[src/rtl/sam_sram_pkg.sv]
// Shared types for the SAM Coupe SRAM arbiter: FSM encoding, boot config
// address and the layout of the scandoubler config byte.
package sam_sram_pkg;

   typedef enum logic [2:0] {
      BOOT_ADDR   = 3'd0,
      BOOT_LATCH  = 3'd1,
      RUN_CORE    = 3'd2,
      HOST_SETUP  = 3'd3,
      HOST_STROBE = 3'd4,
      HOST_DONE   = 3'd5
   } arb_state_t;

   localparam logic [18:0] CFG_ADDR_DEF = 19'h08FD5;

   typedef struct packed {
      logic [5:0] rsvd;
      logic       scanline_en;
      logic       scandbl_en;
   } cfg_t;

endpackage

[src/rtl/sam_sram_arbiter.sv]
// Single-port SRAM arbiter: boots the config byte, then passes the bus to the
// core and slips host accesses into core idle slots (or forces them on starvation).
module sam_sram_arbiter
   import sam_sram_pkg::*;
#(
   parameter int                ADDR_W     = 19,
   parameter logic [ADDR_W-1:0] CFG_ADDR   = ADDR_W'(CFG_ADDR_DEF),
   parameter int                BOOT_WAIT  = 6,
   parameter int                STARVE_LIM = 8
) (
   input  logic              clk24,
   input  logic              reset,
   input  logic              core_req,
   input  logic [ADDR_W-1:0] core_addr,
   input  logic              core_we_n,
   input  logic [7:0]        core_wdata,
   output logic              core_wait,
   output logic              core_reset_n,
   input  logic              host_req,
   input  logic              host_we,
   input  logic [ADDR_W-1:0] host_addr,
   input  logic [7:0]        host_wdata,
   output logic              host_ack,
   output logic [7:0]        host_rdata,
   output logic [ADDR_W-1:0] sram_addr,
   output logic              sram_we_n,
   output logic [7:0]        sram_dq_o,
   output logic              sram_dq_oe,
   input  logic [7:0]        sram_dq_i,
   output logic [7:0]        cfg_byte,
   output logic              cfg_valid
);

   localparam logic [5:0] BOOT_LAST = 6'(BOOT_WAIT - 1);
   localparam logic [7:0] STARVE_MAX = 8'(STARVE_LIM);

   arb_state_t        state_q, state_d;
   logic [5:0]        boot_cnt_q, boot_cnt_d;
   logic [7:0]        starve_q, starve_d;
   logic [ADDR_W-1:0] h_addr_q, h_addr_d;
   logic              h_we_q, h_we_d;
   logic [7:0]        h_wdata_q, h_wdata_d;
   logic [7:0]        host_rdata_q, host_rdata_d;
   cfg_t              cfg_byte_q, cfg_byte_d;
   logic              cfg_valid_q, cfg_valid_d;
   logic              core_rst_n_q, core_rst_n_d;
   logic              grant;

   always_comb begin
      state_d      = state_q;
      boot_cnt_d   = boot_cnt_q;
      starve_d     = starve_q;
      h_addr_d     = h_addr_q;
      h_we_d       = h_we_q;
      h_wdata_d    = h_wdata_q;
      host_rdata_d = host_rdata_q;
      cfg_byte_d   = cfg_byte_q;
      cfg_valid_d  = cfg_valid_q;
      core_rst_n_d = core_rst_n_q;
      grant        = 1'b0;
      sram_addr    = CFG_ADDR;
      sram_we_n    = 1'b1;
      sram_dq_o    = 8'h00;
      sram_dq_oe   = 1'b0;
      core_wait    = 1'b1;
      host_ack     = 1'b0;

      case (state_q)
         BOOT_ADDR: begin
            if (boot_cnt_q == BOOT_LAST) begin
               boot_cnt_d = 6'd0;
               state_d    = BOOT_LATCH;
            end else begin
               boot_cnt_d = boot_cnt_q + 6'd1;
            end
         end
         BOOT_LATCH: begin
            cfg_byte_d   = cfg_t'(sram_dq_i);
            cfg_valid_d  = 1'b1;
            core_rst_n_d = 1'b1;
            state_d      = RUN_CORE;
         end
         RUN_CORE: begin
            sram_addr  = core_addr;
            sram_we_n  = core_we_n | ~core_req;
            sram_dq_o  = core_wdata;
            sram_dq_oe = core_req & ~core_we_n;
            core_wait  = 1'b0;
            // Core keeps the bus in the grant cycle; the host cycle starts next.
            grant = host_req & (~core_req | (starve_q == STARVE_MAX));
            if (grant) begin
               h_addr_d  = host_addr;
               h_we_d    = host_we;
               h_wdata_d = host_wdata;
               starve_d  = 8'd0;
               state_d   = HOST_SETUP;
            end else if (host_req & core_req) begin
               if (starve_q != STARVE_MAX) starve_d = starve_q + 8'd1;
            end else if (!host_req) begin
               starve_d = 8'd0;
            end
         end
         HOST_SETUP: begin
            sram_addr  = h_addr_q;
            sram_dq_o  = h_wdata_q;
            sram_dq_oe = h_we_q;
            state_d    = HOST_STROBE;
         end
         HOST_STROBE: begin
            sram_addr  = h_addr_q;
            sram_dq_o  = h_wdata_q;
            sram_dq_oe = h_we_q;
            sram_we_n  = ~h_we_q;
            if (!h_we_q) host_rdata_d = sram_dq_i;
            state_d    = HOST_DONE;
         end
         HOST_DONE: begin
            sram_addr  = h_addr_q;
            sram_dq_o  = h_wdata_q;
            sram_dq_oe = h_we_q;
            host_ack   = 1'b1;
            state_d    = RUN_CORE;
         end
         default: state_d = BOOT_ADDR;
      endcase
   end

   always_ff @(posedge clk24) begin
      if (reset) begin
         state_q      <= BOOT_ADDR;
         boot_cnt_q   <= 6'd0;
         starve_q     <= 8'd0;
         h_addr_q     <= '0;
         h_we_q       <= 1'b0;
         h_wdata_q    <= 8'h00;
         host_rdata_q <= 8'h00;
         cfg_byte_q   <= '0;
         cfg_valid_q  <= 1'b0;
         core_rst_n_q <= 1'b0;
      end else begin
         state_q      <= state_d;
         boot_cnt_q   <= boot_cnt_d;
         starve_q     <= starve_d;
         h_addr_q     <= h_addr_d;
         h_we_q       <= h_we_d;
         h_wdata_q    <= h_wdata_d;
         host_rdata_q <= host_rdata_d;
         cfg_byte_q   <= cfg_byte_d;
         cfg_valid_q  <= cfg_valid_d;
         core_rst_n_q <= core_rst_n_d;
      end
   end

   assign host_rdata   = host_rdata_q;
   assign cfg_byte     = cfg_byte_q;
   assign cfg_valid    = cfg_valid_q;
   assign core_reset_n = core_rst_n_q;

endmodule

[config.mk]
export PLATFORM = sky130hd
export DESIGN_NAME = sam_sram_arbiter
export DESIGN_NICKNAME = d
export VERILOG_FILES = /design/src/rtl/sam_sram_pkg.sv /design/src/rtl/sam_sram_arbiter.sv
export SDC_FILE = /design/constraint.sdc
export NUM_CORES = 1
export LEC_CHECK = 0
export ABC_CLOCK_PERIOD_IN_PS = 2240
export CAP_MARGIN = 20
export CORE_MARGIN = 1
export CORE_UTILIZATION = 44
export CTS_CLUSTER_DIAMETER = 120
export DETAILED_ROUTE_END_ITERATION = 10
export GPL_TIMING_DRIVEN = 0
export HOLD_SLACK_MARGIN = 0.1
export PLACE_DENSITY = 0.82
export RECOVER_POWER = 100
export SYNTH_ARGS = -nofsm -noshare
export SYNTH_HDL_FRONTEND = slang
export SYNTH_SLANG_ARGS = --single-unit
export TNS_END_PERCENT = 20
[constraint.sdc]
create_clock -name clk24 -period 2.24 [get_ports clk24]
set_input_delay 0.448 -clock clk24 [delete_from_list [all_inputs] [get_ports clk24]]
set_output_delay 0.448 -clock clk24 [all_outputs]
set_load 0.02 [all_outputs]
==> key figures <==
Power
  – Clock network power share: 0.409
  – NetSw: 0.000550 W
  – Leakage power: 1.65 nW
  – Total power: 0.00237 W
  – P_int: 0.00182 W
  – VDD IR-drop max: 0.000328 V
  – Seq pwr share: 0.476
  – Comb power frac: 0.115
  – Ratio of total power to cell area: 515 nW/µm²
  – Sw frac: 0.232

Floorplanning
  – Site Rows: 30
  – I/O Pins: 117
  – CORE AREA: 6790 µm²
  – Die ar.: 7370 µm²
  – Die X: 85.9 µm
  – DIE HEIGHT: 85.9 µm
  – Initial core utilization: 0.456

Drt
  – Post-DRT Antenna Nets: 0
  – Routed Wire Length: 8660 µm
  – Drt first-iter violations: 164
  – Vias/cell: 5.26
  – DRT Pass-1 Iters: 4
  – Vias: 3025
  – DR WL/cell: 15.1 µm
  – Residual DRC count: 0

Worst setup path
  – Setup Crit Path Kind: reg2out
  – Critical path data arrival time: 1.79 ns
  – Worst Path Required: 1.79 ns
  – CP max stage delay: 0.40 ns
  – CP startpoint kind: flip-flop
  – Flop-to-flop setup slack: 0.33 ns
  – Crit end category: primary output
  – CP max-delay cell: dfxtp_4
  – CP Cell Sequence: nor3b_4, buf_4, clkbuf_8, a22o_1, clkdlybuf4s15_1
  – CP Max Fanout: 10

Synth
  – Syn Area/Cell: 9.02 µm²
  – Yosys reg bits: 62
  – Synth Instances: 343
  – Mapped Nets: 415
  – Register area share after synthesis: 0.401
  – Leading area contributor after synthesis: dfxtp_1
  – Post-synth EDFFs: 0
  – Top cells by area, synth: dfxtp_1, mux2i_1, nand2b_1, a22o_1, nand2_1
  – Post-Syn Area: 3100 µm²
  – Synth warn: 0
  – Async S/R FF share, synth: 0
  – Main synth FF type: dfxtp_1
  – Top-area cell type share of the netlist area: 0.401
  – Synth unique cells: 43

CTS
  – Hold_buf cts: 0
  – CTS tree: built
  – CTS H-tree lvls: 3
  – CTS buffer count: 9
  – Reg clk slew, reported paths: 0.07 ns
  – Clock Sinks: 62
  – Clock tree buffer depth: 2
  – CTS root buf: clkbuf_8
  – Clock insertion delay at the later pin of the skew report: 0.34 ns

Timing
  – Max Fclk: 0.447 GHz
  – Final period util: 0.999
  – Final setup vio count: 0
  – Setup_tns: 0 ns
  – Setup repair after global routing missed its margin: true
  – Max_slew headroom: 0.357
  – Skew final: 0.00651 ns
  – Final worst path period need: 2.24 ns
  – Final hold violation count: 0
  – Slew @ Worst Pin: 0.960 ns
  – Final slew viol count: 0

Global route
  – Pin count of the biggest net entering global routing: 11
  – GR Overflow Total: 0
  – Initial antenna violation count: 0
  – Global-route wire length before repair: 14200 µm
  – Total GRT Usage: 0.249
  – Vias in the first global route: 2964

Layout
  – Footprint of the multi-input gates: 1770 µm²
  – Net count, final: 547
  – N_diodes: 0
  – Layout cells sized above 1: 0.136
  – FILL cells: 578
  – Register area: 1250 µm²
  – Area Growth Syn to Fin: 48.4%
  – Commonest non-fill, non-tap cells in the layout: clkdlybuf4s50_1, dfxtp_1, nand2b_1
  – Most common cell after layout, fill and taps aside: clkdlybuf4s50_1

Placement
  – DP Wirelength: 6160 µm
  – Port bufs: 115
  – RD Place Congestion: 0.880

Run status
  – Status: complete, no violations

Flow run
  – Max cap viols: 0

Hold path
  – Hold WC Path Type: reg2reg
-- routing by layer --
metal / up-vias / part of all wire / global-route usage
li1: 1453 / - / -
met1: 1426 / 0.42 / 0.290
met2: 127 / 0.49 / 0.424
met3: 19 / 0.071 / 0.0693
met4: 0 / 0.025 / 0.114
met5: - / 0 / 0
-- logic make-up after synthesis --
| logic type | after synthesis | share of synthesized area |
|---|---|---|
| simple gates | 148 | 0.268 |
| compound gates | 64 | 0.150 |
| flops | 62 | 0.401 |
| mux | 37 | 0.120 |
| buf+inv | 26 | 0.0392 |
| fa+ha+maj | 4 | 0.0162 |
| xor+xnor | 2 | 0.00566 |
-- critical path: cells and delay by family, from the launching register on --
family | cells | cell delay, ns
simple gates | 1 | 0.27
compound gates | 1 | 0.14
flops | 1 | 0.40
buf+inv | 3 | 0.64
-- synthesized netlist by cell type, types with 2 or more instances --
library cell / n
dfxtp_1: 62
nand2b_1: 59
mux2i_1: 37
nand2_1: 34
a21oi_1: 20
a22o_1: 18
nor2_1: 17
clkbuf_1: 14
o22a_1: 9
nor3_1: 6
nand3_1: 5
nand3b_1: 5
a31oi_1: 4
buf_2: 4
ha_1: 4
nor2b_1: 4
or3_1: 4
a211oi_1: 3
inv_1: 3
o21ai_0: 3
and2_1: 2
buf_6: 2
nand4_1: 2
or2_2: 2
xor2_1: 2
-- power groups by stage --
stage / registers, W / clock network, W / logic [W]
CTS: 0.00113 / 0.000976 / 0.000274
global placement: 0.00115 / 0 / 0.000265
finish: 0.00113 / 0.000968 / 0.000273
global route: 0.00113 / 0.00101 / 0.000295
floorplan: 0.00115 / 0 / 0.000106
detailed placement: 0.00115 / 0 / 0.000270
-- repair_timing --
item                                    in CTS  in global routing
gates resized for setup                     94                 18
buffers inserted                             6                  2
pin swaps                                    1                  2
endpoints found under the setup margin      31                 23
-- path summary, 6_finish.rpt --
check,startpoint,end,cells after the start
hold / removal,host_rdata[2],host_rdata[2],2
setup reg to reg,state_q[0],cfg_byte[3],5
setup / recovery,state_q[1],sram_addr[16],5
hold reg to reg,host_rdata[2],host_rdata[2],2
-- flip-flops by register name, summed over array words and instances (netlist names) --
name / count
boot_cnt_q: 6
cfg_byte: 8
core_reset_n: 1
h_addr_q: 19
h_wdata_q: 8
h_we_q: 1
host_rdata: 8
starve_q: 8
state_q: 3
-- area by class of cell --
class / count / share of cell area
Multi-Input combinational cell: 255 / 0.385
Sequential cell: 62 / 0.272
Timing Repair Buffer: 123 / 0.242
Clock buffer: 11 / 0.0308
Buffer: 20 / 0.0297
Tap cell: 96 / 0.0261
Clock inverter: 4 / 0.0103
Inverter: 4 / 0.00381
-- metrics by stage --
stage	util	hold slack [ns]	area [µm²]	worst slack [ns]	cells
2_1_floorplan	-	0.448	3100	0.264	343
5_1_grt	0.676	0.474	4590	-0.0381	575
3_3_place_gp	0.643	0.442	4370	-0.445	554
6_report	0.676	0.455	4590	0.00174	575
3_5_place_dp	0.643	0.449	4370	-0.525	554
4_1_cts	0.680	0.458	4620	-0.0184	573
No activity file was read; power rests on OpenSTA's default activity.
